--- config.mk ---
export PLATFORM = sky130hd
export DESIGN_NAME = tick_gen
export DESIGN_NICKNAME = d
export VERILOG_FILES = /design/src/rtl/tick_gen.sv
export SDC_FILE = /design/constraint.sdc
export NUM_CORES = 1
export LEC_CHECK = 0
export CAP_MARGIN = 25
export CELL_PAD_IN_SITES_DETAIL_PLACEMENT = 1
export CELL_PAD_IN_SITES_GLOBAL_PLACEMENT = 1
export CORE_MARGIN = 5
export CORE_UTILIZATION = 43
export DETAILED_ROUTE_END_ITERATION = 16
export PLACE_DENSITY_LB_ADDON = 0.12
export SYNTH_ARGS = -nofsm -noshare
export SYNTH_HDL_FRONTEND = slang
export SYNTH_SLANG_ARGS = --single-unit
--- constraint.sdc ---
create_clock -name clk -period 4.15 [get_ports clk]
set_input_delay 0.6225 -clock clk [delete_from_list [all_inputs] [get_ports clk]]
set_output_delay 0.6225 -clock clk [all_outputs]
set_load 0.005 [all_outputs]
--- src/rtl/tick_gen.sv ---
// tick_gen: NUM_CH independent programmable square-wave generators.
// Each channel toggles clk_out every H clk cycles and pulses tick for one cycle after each toggle.
// Optional feature: define TICK_GEN_GRACEFUL_STOP_EN so that dropping enable lets a running high
// phase finish before the channel goes idle. Without the macro, dropping enable stops the channel
// at the next edge and forces clk_out low.
module tick_gen #(
    parameter int unsigned NUM_CH = 4,
    parameter int unsigned CNT_W  = 16
) (
    input  logic                      clk,
    input  logic                      rst_n,
    input  logic [NUM_CH-1:0]         enable,
    input  logic [NUM_CH*CNT_W-1:0]   half_period,
    output logic [NUM_CH-1:0]         clk_out,
    output logic [NUM_CH-1:0]         tick,
    output logic [NUM_CH-1:0]         active
);

    typedef enum logic [1:0] {
        ST_IDLE = 2'd0,
        ST_RUN  = 2'd1,
        ST_STOP = 2'd2
    } state_t;

    for (genvar i = 0; i < NUM_CH; i++) begin : g_ch
        state_t             state;
        logic [CNT_W-1:0]   cnt;
        logic [CNT_W-1:0]   shadow;
        logic               co_q;
        logic               tk_q;
        logic               act_q;
        logic [CNT_W-1:0]   h;
        logic               terminal;

        assign h        = half_period[i*CNT_W +: CNT_W];
        // Shadow is never zero outside IDLE, so shadow-1 cannot underflow while counting.
        assign terminal = (cnt == shadow - CNT_W'(1));

        assign clk_out[i] = co_q;
        assign tick[i]    = tk_q;
        assign active[i]  = act_q;

        // Per-channel state machine: counter, shadow half-period and registered outputs.
        always_ff @(posedge clk) begin
            if (!rst_n) begin
                state  <= ST_IDLE;
                cnt    <= '0;
                shadow <= '0;
                co_q   <= 1'b0;
                tk_q   <= 1'b0;
                act_q  <= 1'b0;
            end else begin
                tk_q <= 1'b0;
                case (state)
                    ST_IDLE: begin
                        cnt  <= '0;
                        co_q <= 1'b0;
                        if (enable[i] && (h != '0)) begin
                            state  <= ST_RUN;
                            shadow <= h;
                            act_q  <= 1'b1;
                        end
                    end
                    ST_RUN, ST_STOP: begin
`ifdef TICK_GEN_GRACEFUL_STOP_EN
                        if (!enable[i] && (state == ST_RUN) && !co_q) begin
                            // Low phase: nothing to finish, stop right away.
                            state <= ST_IDLE;
                            cnt   <= '0;
                            act_q <= 1'b0;
                        end else if (!terminal) begin
                            cnt   <= cnt + CNT_W'(1);
                            state <= enable[i] ? ST_RUN : ST_STOP;
                        end else if (!enable[i]) begin
                            // End of the high phase being drained: fall, pulse, stop.
                            state <= ST_IDLE;
                            cnt   <= '0;
                            co_q  <= 1'b0;
                            tk_q  <= 1'b1;
                            act_q <= 1'b0;
                        end else if (h == '0) begin
                            state <= ST_IDLE;
                            cnt   <= '0;
                            co_q  <= 1'b0;
                            tk_q  <= co_q;
                            act_q <= 1'b0;
                        end else begin
                            state  <= ST_RUN;
                            cnt    <= '0;
                            co_q   <= ~co_q;
                            tk_q   <= 1'b1;
                            shadow <= h;
                        end
`else
                        if (!enable[i]) begin
                            // Abrupt stop: may truncate a high phase, no tick.
                            state <= ST_IDLE;
                            cnt   <= '0;
                            co_q  <= 1'b0;
                            act_q <= 1'b0;
                        end else if (!terminal) begin
                            cnt <= cnt + CNT_W'(1);
                        end else if (h == '0) begin
                            state <= ST_IDLE;
                            cnt   <= '0;
                            co_q  <= 1'b0;
                            tk_q  <= co_q;
                            act_q <= 1'b0;
                        end else begin
                            cnt    <= '0;
                            co_q   <= ~co_q;
                            tk_q   <= 1'b1;
                            shadow <= h;
                        end
`endif
                    end
                    default: begin
                        state <= ST_IDLE;
                        cnt   <= '0;
                        co_q  <= 1'b0;
                        act_q <= 1'b0;
                    end
                endcase
            end
        end
    end

endmodule
* Word-level counts from Yosys, hierarchy flattened
Cells that the tools add are included.
** Word-level totals
- Register bits after elaboration :: 148
- Bits of input ports :: 70
- Output and inout bits :: 12
- Word-level logic and storage cells :: 193
** Operators by class
- Add/subtract/negate cells :: 8
- Equality and inequality tests :: 36
- Multiplexer cells :: 68
- Bitwise gates (word level) :: 13
- Reductions and logical operators :: 44
** Operators by type and width (number)
- 2-to-1 mux 16 bit :: 16
- one-hot mux 16 bit (2 select lines) :: 4
- adder 16 x 1 -> 16 bit, second input constant :: 4
- == test 16 bit :: 4
- zero test 16 bit :: 4
- nonzero test 16 bit :: 4
- subtractor 16 x 1 -> 16 bit, second input constant :: 4
- 2-to-1 mux 2 bit :: 16
- != test 2 bit, second input constant :: 16
- 2-to-1 mux 1 bit :: 24
- != test 3 bit, second input constant :: 8
- AND reduction 3 bit :: 8
- AND reduction 5 bit :: 4
- one-hot mux 2 bit (2 select lines) :: 4
- AND reduction 4 bit :: 4
- OR reduction 4 bit :: 4
- NOT 1 bit :: 13
- == test 2 x 1 -> 1 bit, second input constant :: 4
- == test 2 bit, second input constant :: 4
- zero test 2 bit :: 4
- one-hot mux 1 bit (2 select lines) :: 4
- nonzero test 2 bit :: 4
- OR reduction 2 bit :: 4
- logical AND 1 bit :: 4

* Depth between registers and ports, before layout
- Depth after elaboration :: 5
- Mapped depth :: 12
- Mapped depth without buffers :: 9

* Worst setup path after synthesis
OpenSTA, ideal clock, no wires.
- Kind :: register -> register
- Start :: register g_ch[3].shadow[0]
- End :: register g_ch[3].shadow[10]
- Setup time :: 72 ps
- Arrival :: 3006 ps
- Required time :: 4078 ps
- Path slack :: 1072 ps
- Stages on the path, launching flop included :: 12
- Buffers on the path :: 2
- Clock period less this slack :: 3078 ps
- Path through :: dfxtp_1 -> buf_6 -> inv_1 -> ha_1 -> nor4b_1 -> a22oi_2 -> nor4b_2 -> and4_1 -> nand3_2 -> o31ai_4 -> buf_8 -> mux2i_1
** Between the ends
- Cells in the longest elaborated chain, start to end :: 4
** Ends and longest elaborated chain
- from (decl) :: line 28 : logic [CNT_W-1:0] shadow;
- from (signal assigned) :: line 60 : shadow <= h;
- from (signal assigned) :: line 113 : shadow <= h;
- subtractor 16 x 1 -> 16 bit :: line 37 : assign terminal = (cnt == shadow - CNT_W'(1));
- == test 16 bit :: line 37
- != test 2 bit (no source line)
- AND reduction 5 bit (no source line)
Every way passes these cells.
A chain may end at the register's enable or synchronous reset.

* Final worst setup path
- Start :: register g_ch[2].shadow[2]
- End :: register g_ch[2].shadow[6]
** Between the ends
- Cells in the longest elaborated chain, start to end :: 4
** Ends and longest elaborated chain (line)
- from (decl) :: 28
- from (signal assigned) :: 60
- from (signal assigned) :: 113
- subtractor 16 x 1 -> 16 bit :: 37
- == test 16 bit :: 37
- != test 2 bit (no source line)
- AND reduction 5 bit (no source line)
Every way passes these cells.

==> results.yml <==
run_status:
  status: "completed"
placed_design:
  io_buffer_count: 81
  gp_congestion: 0.844
  placed_area_sq_um: 9060
  dpl.hpwl_um: 15700
  pre_cts_slack_ps: 755
critical_path:
  path_class: "register to register"
  critPathLaunchType: "register"
  worstPathCellList: "nor3_1, and4_1, a21oi_1, or4_1, a2111o_1, o31ai_4, buf_4, mux2i_1"
  critPathMaxStageDelay_ps: 840
  crit_slowest_cell: "nor3_1"
  arrival_ps: 3830
  cp.required_ps: 4500
  cp_max_fo: 16
  cp-end-kind: "register"
layout:
  fin_area_sq_um: 9640
  fin_nets: 1138
  fill_cells: 2262
  synthToLayoutAreaGrowth_pct: 17.6
  drive_gt1_frac: 0.0541
  antennaDiodeCount: 0
run:
  drv_cap: 0
sta:
  rsz0062_at_grt: "false"
  finalSetupTns_ps: 0
  max_freq_ghz: 0.287
  finalWorstSetupSlack_ps: 671
  period_share: 0.838
  skew_ps: 9.07
  final-setup-viol-count: 0
  fin_crit_ps: 3480
  worstMarginPinSlew_ps: 1010
  slew_headroom: 0.319
  hold_violations: 0
  slew_violations: 0
detailed_routing:
  wl_per_cell_um: 16.2
  totalWireLength_um: 21100
  vias: 7135
  drc: 0
  drt_pass1_iterations: 4
  viasPerCell: 5.46
  first_iter_violations: 258
  ant_nets: 0
clock_network:
  cts_buffers: 17
  cts_tree: "done"
  cts-root-buf: "clkbuf_16"
  htreeDepth: 4
  post_cts.repair.setup_buffers: 0
  cts_hold_buffers: 0
  cts_resized: 0
  path_clk_slew_ps: 60
  clk_path_buf_depth: 2
  cts_sinks: 140
  clk_latency_ps: 420
global_route:
  antenna_found_initial: 0
  grtUsageTotal: 0.197
  grt_start_max_net_pins: 66
  grt_pass1_vias: 7286
  grt-ovfl-total: 0
  grt_pass1_wl_um: 35900
die:
  die_area_sq_um: 21900
  io_pins: 82
  die_y_um: 148
  rows: 50
  die_w_um: 148
  core_area_sq_um: 18800
  start_util: 0.437
power:
  total_leakage_power_nw: 3.58
  ir_worst_vdd_v: 0.000277
  powerDensity_nw_per_um2: 371
synth:
  seq_area_frac_synth: 0.342
  synth_ff_type: "dfxtp_1"
  synth_top_area_share: 0.342
  yosysWarnings: 0
  synth-edff-count: 0
  yosysMostFrequentCell: "nand2_1"
  synth_common_cells: "nand2_1 (166), dfxtp_1 (140), nor2_1 (108), mux2i_1 (65), xnor2_1 (64)"
  async_reset_ff_frac: 0
  yosys.area.top_type: "dfxtp_1"
  ys_seq_elements: 140
  netlist_area_sq_um: 8200
  avgSynthCellArea_sq_um: 8.09
  synth_cell_types: 71
  synth_top_cells_by_area: "dfxtp_1 (34%), mux2i_1 (7.9%), nand2_1 (7.6%), xnor2_1 (6.8%), xor2_1 (6.4%)"
  syn_nets: 1092
  syn_inst: 1014
hold_path:
  hp-class: "register to register"
-- final timing paths --
check                                       start                 to  slack (ps)  depth (start not counted)
worst max-delay path            g_ch[2].shadow[2]  g_ch[2].shadow[6]         670                          8
worst min-delay path               g_ch[2].cnt[0]     g_ch[2].cnt[0]         480                          1
worst max register to register  g_ch[2].shadow[2]  g_ch[2].shadow[6]         670                          8
worst min register to register     g_ch[2].cnt[0]     g_ch[2].cnt[0]         480                          1
-- through the flow --
step,hold slack [ps],instances,utilization,power [mW]
after floorplan,437,1014,-,1.89
after global placement,458,1275,0.483,2.07
after detailed placement,465,1275,0.483,2.08
after CTS,479,1306,0.514,3.63
after global routing,500,1306,0.514,3.75
final,476,1306,0.514,3.58
-- placed cells by master, fill, tap and decap left out, drive strengths merged, types with 9 or more instances in the layout --
| cell type | instances |
|---|---|
| nand2 | 166 |
| dfxtp | 140 |
| nor2 | 108 |
| clkdlybuf4s50 | 80 |
| mux2i | 65 |
| xnor2 | 64 |
| xor2 | 60 |
| nand3 | 37 |
| nor4 | 32 |
| nor3 | 25 |
| nand4 | 24 |
| o21ai | 24 |
| inv | 23 |
| and3 | 23 |
| clkbuf | 21 |
| a21oi | 17 |
| buf | 12 |
| or3 | 11 |
| nand2b | 9 |
-- power breakdown --
part	switching [mW]	internal, mW
logic	0.310	0.282
clock network	0.599	0.927
registers	0.0715	1.39
total	0.981	2.60
-- critical path, delay by kind of cell (launching register included) --
kind	cells	cell delay (ps)
AO/OA/AOI/OAI	3	770
buffers and inverters	1	310
flip-flops	1	350
multiplexers	1	230
AND/OR/NAND/NOR	3	1740
-- sequential cells by signal, summed over array words and instances (netlist names) --
name,cells
g_ch.shadow,64
g_ch.cnt,64
g_ch.tk_q,4
g_ch.co_q,4
g_ch.state,1
g_ch.act_q,3
-- area by class of cell --
cell class	count	area, sq um	share of cell area
flip-flops and latches	140	2800	0.291
well taps	234	293	0.0304
repair buffers	92	891	0.0924
inverters	23	86.3	0.00895
clock buffers	21	470	0.0488
clock inverters	10	116	0.0121
multi-input cells	786	4980	0.517
-- cells by family (layout without fill, tap and decap cells) --
group                    Yosys count  in the layout  share of synthesized area
AND/OR/NAND/NOR                  481            481                      0.283
flip-flops                       140            140                      0.342
XOR/XNOR                         125            125                      0.135
AO/OA/AOI/OAI                    106            106                     0.0962
buffers and inverters             88            146                     0.0508
multiplexers                      66             66                     0.0807
adder cells (fa/ha/maj)            8              8                     0.0122
-- layer usage --
metal | part of all wire | track usage | wire length [um]
met1 | 0.49 | 0.262 | 10300
met2 | 0.46 | 0.327 | 9750
met3 | 0.039 | 0.0457 | 820
met4 | 0.010 | 0.0443 | 216
met5 | 0 | 0 | 0
Note: power is estimated with default switching activity, not from simulation.
